`src/rtl/kf8237_transfer_sequencer_pkg.sv`:
```
// Shared types and constants for the 8237 transfer sequencer: state encoding,
// transfer mode/type codes and the one-hot to channel-number helper.
package kf8237_transfer_sequencer_pkg;

  typedef enum logic [2:0] {
    SEQ_SI = 3'd0,
    SEQ_S0 = 3'd1,
    SEQ_S1 = 3'd2,
    SEQ_S2 = 3'd3,
    SEQ_S3 = 3'd4,
    SEQ_SW = 3'd5,
    SEQ_S4 = 3'd6
  } seq_state_t;

  localparam logic [1:0] MODE_DEMAND  = 2'd0;
  localparam logic [1:0] MODE_SINGLE  = 2'd1;
  localparam logic [1:0] MODE_BLOCK   = 2'd2;
  localparam logic [1:0] MODE_CASCADE = 2'd3;

  localparam logic [1:0] TYPE_VERIFY  = 2'd0;
  localparam logic [1:0] TYPE_WRITE   = 2'd1;
  localparam logic [1:0] TYPE_READ    = 2'd2;
  localparam logic [1:0] TYPE_ILLEGAL = 2'd3;

  function automatic logic [1:0] bit2num(input logic [3:0] one_hot);
    logic [1:0] num;
    case (one_hot)
      4'b0001: num = 2'd0;
      4'b0010: num = 2'd1;
      4'b0100: num = 2'd2;
      4'b1000: num = 2'd3;
      default: num = 2'd0;
    endcase
    return num;
  endfunction

endpackage

```
`src/rtl/kf8237_upper_address_tracker.sv`:
```
// Holds the upper address byte strobed out in S1 and reports whether the
// current address has moved to a different 256-byte page since then.
module kf8237_upper_address_tracker (
  input  logic       i_clock,
  input  logic       i_reset_n,
  input  logic       i_master_clear,
  input  logic       i_capture,
  input  logic       i_invalidate,
  input  logic [7:0] i_address_upper,
  output logic [7:0] o_address_upper,
  output logic       o_changed
);

  logic [7:0] r_upper;
  logic       r_valid;

  // Latch the upper byte at the end of S1; an abort or end of service forgets it.
  always_ff @(negedge i_clock or negedge i_reset_n) begin
    if (!i_reset_n) begin
      r_upper <= 8'h00;
      r_valid <= 1'b0;
    end else if (i_master_clear) begin
      r_upper <= 8'h00;
      r_valid <= 1'b0;
    end else if (i_invalidate) begin
      r_valid <= 1'b0;
    end else if (i_capture) begin
      r_upper <= i_address_upper;
      r_valid <= 1'b1;
    end
  end

  // During S1 the external latch sees the live byte while ADSTB is high.
  assign o_address_upper = i_capture ? i_address_upper : r_upper;
  assign o_changed       = !r_valid || (i_address_upper != r_upper);

endmodule

```
`src/rtl/kf8237_transfer_sequencer.sv`:
```
// 8237 transfer timing FSM (SI/S0/S1/S2/S3/SW/S4) with HRQ/HLDA handshake and bus strobes.
// Optional macro KF8237_COMPRESSED_TIMING_EN adds the compressed_timing input (S3 skipped).
module kf8237_transfer_sequencer
  import kf8237_transfer_sequencer_pkg::*;
(
  input  logic        clock,
  input  logic        reset,
  input  logic        master_clear,
  input  logic [3:0]  dma_request_granted,
  input  logic [1:0]  transfer_mode,
  input  logic [1:0]  transfer_type,
  input  logic        autoinitialize,
  input  logic        hold_acknowledge,
  input  logic        ready,
  input  logic        end_of_process_in,
  input  logic [15:0] transfer_address,
  input  logic        underflow,
`ifdef KF8237_COMPRESSED_TIMING_EN
  input  logic        compressed_timing,
`endif
  output logic        hold_request,
  output logic [3:0]  dma_acknowledge_internal,
  output logic        next_word,
  output logic        initialize_current_register,
  output logic        address_enable,
  output logic        address_strobe,
  output logic [7:0]  address_low,
  output logic [7:0]  address_upper,
  output logic        io_read_n,
  output logic        io_write_n,
  output logic        memory_read_n,
  output logic        memory_write_n,
  output logic        terminal_count
);

  seq_state_t r_state;
  seq_state_t w_next_state;
  seq_state_t w_continue_state;

  logic       r_cascade;
  logic [1:0] r_mode;
  logic [1:0] r_type;
  logic       r_autoinit;
  logic [3:0] r_dack;
  logic       r_hold_request;
  logic       r_address_enable;
  logic       r_address_strobe;
  logic       r_io_read_n;
  logic       r_io_write_n;
  logic       r_memory_read_n;
  logic       r_memory_write_n;

  logic       w_compressed;
  logic       w_latch_grant;
  logic       w_enter_cascade;
  logic       w_next_word;
  logic       w_terminal_count;
  logic       w_initialize;
  logic       w_changed;
  logic       w_grant_match;
  logic       w_terminate;
  logic       w_read_phase;
  logic       w_write_phase;
  logic       w_io_read_n;
  logic       w_io_write_n;
  logic       w_memory_read_n;
  logic       w_memory_write_n;

`ifdef KF8237_COMPRESSED_TIMING_EN
  assign w_compressed = compressed_timing;
`else
  assign w_compressed = 1'b0;
`endif

  assign w_terminate      = underflow | end_of_process_in;
  assign w_grant_match    = (dma_request_granted != 4'b0000) &&
                            (bit2num(dma_request_granted) == bit2num(r_dack));
  assign w_continue_state = w_changed ? SEQ_S1 : SEQ_S2;

  kf8237_upper_address_tracker u_upper_address_tracker (
    .i_clock         (clock),
    .i_reset_n       (reset),
    .i_master_clear  (master_clear),
    .i_capture       (r_state == SEQ_S1),
    .i_invalidate    (w_next_state == SEQ_SI),
    .i_address_upper (transfer_address[15:8]),
    .o_address_upper (address_upper),
    .o_changed       (w_changed)
  );

  // State register.
  always_ff @(negedge clock or negedge reset) begin
    if (!reset) begin
      r_state <= SEQ_SI;
    end else if (master_clear) begin
      r_state <= SEQ_SI;
    end else begin
      r_state <= w_next_state;
    end
  end

  // Next-state decode plus the per-cycle advance/TC/autoinit pulses.
  always_comb begin
    w_next_state     = r_state;
    w_latch_grant    = 1'b0;
    w_enter_cascade  = 1'b0;
    w_next_word      = 1'b0;
    w_terminal_count = 1'b0;
    w_initialize     = 1'b0;
    case (r_state)
      SEQ_SI: begin
        if (dma_request_granted != 4'b0000) w_next_state = SEQ_S0;
        else                                w_next_state = SEQ_SI;
      end
      SEQ_S0: begin
        if (r_cascade) begin
          if (dma_request_granted == 4'b0000) w_next_state = SEQ_SI;
          else                                w_next_state = SEQ_S0;
        end else if (hold_acknowledge) begin
          if (dma_request_granted != 4'b0000) begin
            w_latch_grant = 1'b1;
            if (transfer_mode == MODE_CASCADE) begin
              w_enter_cascade = 1'b1;
              w_next_state    = SEQ_S0;
            end else begin
              w_next_state = SEQ_S1;
            end
          end else begin
            w_next_state = SEQ_SI;
          end
        end else begin
          w_next_state = SEQ_S0;
        end
      end
      SEQ_S1: begin
        if (!hold_acknowledge) w_next_state = SEQ_SI;
        else                   w_next_state = SEQ_S2;
      end
      SEQ_S2: begin
        if (!hold_acknowledge) begin
          w_next_state = SEQ_SI;
        end else if (w_compressed) begin
          if (ready) begin
            w_next_word  = 1'b1;
            w_next_state = SEQ_S4;
          end else begin
            w_next_state = SEQ_SW;
          end
        end else begin
          w_next_state = SEQ_S3;
        end
      end
      SEQ_S3, SEQ_SW: begin
        if (!hold_acknowledge) begin
          w_next_state = SEQ_SI;
        end else if (ready) begin
          w_next_word  = 1'b1;
          w_next_state = SEQ_S4;
        end else begin
          w_next_state = SEQ_SW;
        end
      end
      SEQ_S4: begin
        if (!hold_acknowledge) begin
          w_next_state = SEQ_SI;
        end else if (w_terminate) begin
          w_terminal_count = 1'b1;
          w_initialize     = r_autoinit;
          w_next_state     = SEQ_SI;
        end else begin
          case (r_mode)
            MODE_SINGLE: w_next_state = SEQ_SI;
            MODE_BLOCK:  w_next_state = w_continue_state;
            MODE_DEMAND: begin
              if (w_grant_match) w_next_state = w_continue_state;
              else               w_next_state = SEQ_SI;
            end
            default:     w_next_state = SEQ_SI;
          endcase
        end
      end
      default: w_next_state = SEQ_SI;
    endcase
  end

  // Strobe levels for the state being entered, so the registered strobes line up with it.
  always_comb begin
    w_read_phase     = (w_next_state == SEQ_S2) || (w_next_state == SEQ_S3) ||
                       (w_next_state == SEQ_SW);
    w_write_phase    = (w_next_state == SEQ_S3) || (w_next_state == SEQ_SW) ||
                       ((w_next_state == SEQ_S2) && w_compressed);
    w_io_read_n      = 1'b1;
    w_io_write_n     = 1'b1;
    w_memory_read_n  = 1'b1;
    w_memory_write_n = 1'b1;
    case (r_type)
      TYPE_WRITE: begin
        w_io_read_n      = !w_read_phase;
        w_memory_write_n = !w_write_phase;
      end
      TYPE_READ: begin
        w_memory_read_n  = !w_read_phase;
        w_io_write_n     = !w_write_phase;
      end
      TYPE_VERIFY, TYPE_ILLEGAL: begin
        w_io_read_n      = 1'b1;
        w_memory_write_n = 1'b1;
      end
      default: begin
        w_io_read_n      = 1'b1;
        w_memory_write_n = 1'b1;
      end
    endcase
  end

  // Registered bus outputs and the per-service latched channel attributes.
  always_ff @(negedge clock or negedge reset) begin
    if (!reset) begin
      r_hold_request   <= 1'b0;
      r_dack           <= 4'b0000;
      r_cascade        <= 1'b0;
      r_mode           <= 2'd0;
      r_type           <= 2'd0;
      r_autoinit       <= 1'b0;
      r_address_enable <= 1'b0;
      r_address_strobe <= 1'b0;
      r_io_read_n      <= 1'b1;
      r_io_write_n     <= 1'b1;
      r_memory_read_n  <= 1'b1;
      r_memory_write_n <= 1'b1;
    end else if (master_clear) begin
      r_hold_request   <= 1'b0;
      r_dack           <= 4'b0000;
      r_cascade        <= 1'b0;
      r_mode           <= 2'd0;
      r_type           <= 2'd0;
      r_autoinit       <= 1'b0;
      r_address_enable <= 1'b0;
      r_address_strobe <= 1'b0;
      r_io_read_n      <= 1'b1;
      r_io_write_n     <= 1'b1;
      r_memory_read_n  <= 1'b1;
      r_memory_write_n <= 1'b1;
    end else begin
      r_hold_request <= (w_next_state != SEQ_SI);
      if (w_next_state == SEQ_SI) begin
        r_dack <= 4'b0000;
      end else if (w_latch_grant) begin
        r_dack <= dma_request_granted;
      end
      if (w_latch_grant) begin
        r_mode     <= transfer_mode;
        r_type     <= transfer_type;
        r_autoinit <= autoinitialize;
      end
      r_cascade        <= (w_next_state != SEQ_SI) && (r_cascade || w_enter_cascade);
      r_address_enable <= (w_next_state != SEQ_SI) && (w_next_state != SEQ_S0);
      r_address_strobe <= (w_next_state == SEQ_S1);
      r_io_read_n      <= w_io_read_n;
      r_io_write_n     <= w_io_write_n;
      r_memory_read_n  <= w_memory_read_n;
      r_memory_write_n <= w_memory_write_n;
    end
  end

  assign hold_request                = r_hold_request;
  assign dma_acknowledge_internal    = r_dack;
  assign next_word                   = w_next_word;
  assign initialize_current_register = w_initialize;
  assign terminal_count              = w_terminal_count;
  assign address_enable              = r_address_enable;
  assign address_strobe              = r_address_strobe;
  assign address_low                 = r_address_enable ? transfer_address[7:0] : 8'h00;
  assign io_read_n                   = r_io_read_n;
  assign io_write_n                  = r_io_write_n;
  assign memory_read_n               = r_memory_read_n;
  assign memory_write_n              = r_memory_write_n;

endmodule
```
`config.mk`:
```
export PLATFORM = sky130hd
export DESIGN_NAME = kf8237_transfer_sequencer
export DESIGN_NICKNAME = d
export VERILOG_FILES = /design/src/rtl/kf8237_transfer_sequencer_pkg.sv /design/src/rtl/kf8237_upper_address_tracker.sv /design/src/rtl/kf8237_transfer_sequencer.sv
export SDC_FILE = /design/constraint.sdc
export NUM_CORES = 1
export LEC_CHECK = 0
export CAP_MARGIN = 20
export CORE_MARGIN = 2
export CORE_UTILIZATION = 28
export DETAILED_ROUTE_END_ITERATION = 6
export PLACE_DENSITY = 0.64
export SKIP_CTS_REPAIR_TIMING = 1
export SYNTH_ARGS = -nofsm -noshare
export SYNTH_HDL_FRONTEND = slang
export SYNTH_HIERARCHICAL = 1
export SYNTH_SLANG_ARGS = --single-unit
```
`constraint.sdc`:
```
create_clock -name clock -period 2.5 [get_ports clock]
set_clock_uncertainty 0.1 [all_clocks]
set_input_delay 0.5 -clock clock [delete_from_list [all_inputs] [get_ports clock]]
set_output_delay 0.5 -clock clock [all_outputs]
set_load 0.02 [all_outputs]
```
==> flow_summary.toml <==
[power]
intPower_mw = 0.9413
p_clk_share_pct = 29.8
p_seq_share_pct = 37.2
peakVddDrop_uv = 190.1
switching_share_pct = 30.93
power_mw = 1.363
powerDensity_nw_per_um2 = 396.9
p_comb_share_pct = 33.0
switching_power_mw = 0.4215
leakagePower_nw = 1.623

[logic_synthesis]
ys_types = 48
synth_top_family_by_area = "simple AND/OR/NAND/NOR gates"
synth_compound_area_share_pct = 15.03
synth_fp_nets = 199
netlist_instances = 167
synth_edf_count = 0
synth-main-ff-cell = "dfrtn_1"
ys_seq_area_share_pct = 41.21
synth_mux_area_share_pct = 15.24
ys_ff_latch = 29
synth_xor_area_share_pct = 4.940
synth_area_per_cell_um2 = 10.62
yosysWarnings = 6
synth.cell_area_um2 = 1773
synthSimpleGateAreaFrac_pct = 19.97
synthAdderAreaFrac_pct = 0.5646
async_flop_share_pct = 100.0

[setup_path]
critical_path_class = "reg2out"
crit_fanout = 10
cp.required_ns = 1.90
regToRegSetupSlack_ns = 0.20
path_cells = "nor3b_4 -> buf_12 -> mux2_4 -> clkbuf_2"
start_kind = "register"
slowest_stage = "dfrtn_1"
end_kind = "output pin"
critical_path.max_stage_delay_ns = 0.42
reg2reg_depth = 8
worst-path-buf-inv = 2
crit_family = "flip-flops"
critical_path_arrival_ns = 2.84
r2r_end = "u_upper_address_tracker/r_upper[1]"
r2r_start = "dma_acknowledge_internal[3]"

[hold_path]
min_path_type = "reg2reg"
hold_path_depth = 2
holdCritStartpoint = "r_autoinit"
worstHoldEndpoint = "r_autoinit"

[floorplanning]
rows = 28
die_area_um2 = 6985
io_pins = 62
fp.dieW_um = 83.58
core_area_um2 = 6026
start_util_pct = 29.42
die_h_um = 83.58

[finish]
n_antenna_cell = 0
stdcell_area_um2 = 3433
final_cell_mix = "47 x buf_4, 34 x buf_6, 25 x dfrtn_1"
syn2layout_area_growth_pct = 93.65
n_fill_cell = 529
layout_commonest_cell = "buf_4"
final_nets = 328
drive_above_1_share_pct = 57.91

[clocking]
clock_latency_ns = 0.29
cts_root_buffer = "clkbuf_8"
clock_tree.buffer_depth = 2
cts_tree = "yes"
path_clk_slew_ns = 0.05
cts_inserted_buffers = 5
cts.sinks = 29
cts_max_level = 2

[route]
drc = 0
dr.pass1.iters = 4
wirelength_um = 5661
ant_nets = 0
drt_iter0_drc = 53
viasPerCell = 4.884
wl_per_cell_um = 15.22
vias = 1817

[timing]
tightest_slew_ns = 0.3670
setup_viol = 58
relSlewSlack_pct = 75.48
hold_viol_final = 0
fin_ws_ns = -0.9426
finalMaxSlewViolations = 0
rsz0062_at_grt = "true"

[global_route]
grt_pass1_wl_um = 8266
grt_overflow_total = 0
grt_pass1_vias = 1748
antenna_found_initial = 0
grtUsageTotal_pct = 14.52
grt_max_degree = 17

[status]
failed_checks = "setup timing"
status = "finished, violations left"

[placement]
numPortBuffers = 61
globalplace.congestion = 0.8082
place_area_um2 = 2910
dp.final_hpwl_um = 3897

[flow_run]
maxCapViolCount = 0
power groups by stage:
stage               clock (mW)  sequential [mW]  combinational (mW)
floorplan               0.0124            0.522               0.169
global placement        0.0124            0.513               0.353
detailed placement      0.0124            0.513               0.359
CTS                      0.409            0.506               0.361
global route             0.450            0.508               0.478
finish                   0.407            0.506               0.450
metal layers:
metal  GRT usage [%]  share of wire (%)
met5               0                  0
met4           3.812                1.0
met3           4.847                5.7
met2           23.64                 52
met1           18.48                 42
layout make-up:
| class | instances | area (µm²) | share of cell area [%] |
|---|---|---|---|
| Timing Repair Buffer | 126 | 1244 | 36.22 |
| Inverter | 2 | 7.507 | 0.2187 |
| Clock buffer | 6 | 72.57 | 2.114 |
| Sequential cell | 29 | 730.7 | 21.28 |
| Multi-Input combinational cell | 128 | 1256 | 36.59 |
| Tap cell | 75 | 93.84 | 2.733 |
| Clock inverter | 6 | 28.78 | 0.8382 |
worst register-to-register path: stages (launching register included):
cell and delay, ns:
dfrtn_1 0.44, buf_4 0.14, xor2_1 0.31, nand4_1 0.21
a2111oi_4 0.37, o21ai_2 0.12, and3_4 0.25, mux2i_1 0.18
nor2_1 0.05
how the worst max path moves through the flow:
| stage | depth (start not counted) | startpoint | slack [ns] | end |
|---|---|---|---|---|
| floorplan | 8 | dma_request_granted[0] | -1.06 | u_upper_address_tracker/r_upper[0] |
| global placement | 8 | dma_request_granted[2] | -1.51 | u_upper_address_tracker/r_upper[4] |
| detailed placement | 8 | dma_request_granted[2] | -1.56 | u_upper_address_tracker/r_upper[6] |
| CTS | 4 | r_state[1] | -1.48 | address_upper[2] |
| global route | 4 | r_state[1] | -0.97 | address_upper[3] |
| finish | 4 | r_state[1] | -0.94 | address_upper[2] |
metrics by stage:
stage	instances	util (%)	setup slack (ns)	hold WS, ns	setup TNS (ns)
final	372	56.98	-0.9426	0.4009	-35.63
after global routing	372	56.98	-0.9741	0.4298	-38.38
after CTS	354	49.92	-1.479	0.4267	-62.29
after detailed placement	343	48.30	-1.564	0.4269	-61.41
after global placement	343	48.30	-1.509	0.3937	-59.67
after floorplan	167	-	-1.060	0.3731	-26.94
synth_stat cells, types with 2 or more instances:
| cell | number | share of area [%] |
|---|---|---|
| dfrtn_1 | 25 | 35 |
| nor2_1 | 18 | 3.8 |
| mux2i_1 | 15 | 8.5 |
| and2_1 | 10 | 3.5 |
| nand2_1 | 9 | 1.9 |
| xor2_1 | 9 | 4.4 |
| mux2_4 | 8 | 6.8 |
| a21oi_1 | 5 | 1.4 |
| a311oi_1 | 5 | 2.5 |
| clkbuf_1 | 4 | 0.85 |
| dfstp_2 | 4 | 5.9 |
| nor3b_1 | 4 | 1.7 |
| inv_1 | 3 | 0.64 |
| nand3_1 | 3 | 0.85 |
| nor2b_1 | 3 | 1.1 |
| nor3_1 | 3 | 0.85 |
| o211ai_1 | 3 | 1.3 |
| a211oi_2 | 2 | 1.4 |
| a31oi_1 | 2 | 0.71 |
| and3_1 | 2 | 0.71 |
| nand4_1 | 2 | 0.71 |
| nor4_2 | 2 | 1.4 |
logic make-up (layout without fill, tap and decap cells):
family | count (synthesis) | count (layout)
adder cells (fa/ha/maj) | 1 | 1
AND/OR/NAND/NOR | 62 | 63
XOR/XNOR | 10 | 10
buffers and inverters | 11 | 140
flip-flops | 29 | 29
multiplexers | 23 | 23
AO/OA/AOI/OAI | 31 | 31
sequential cells by signal (all words and copies together) (netlist names):
register	flops
memory_read_n	1
u_upper_address_tracker/r_valid	1
memory_write_n	1
io_read_n	1
address_enable	1
r_mode	2
u_upper_address_tracker/r_upper	8
hold_request	1
r_cascade	1
r_type	2
dma_acknowledge_internal	4
r_autoinit	1
r_state	3
address_strobe	1
io_write_n	1
(Power assumes the default switching activity.)
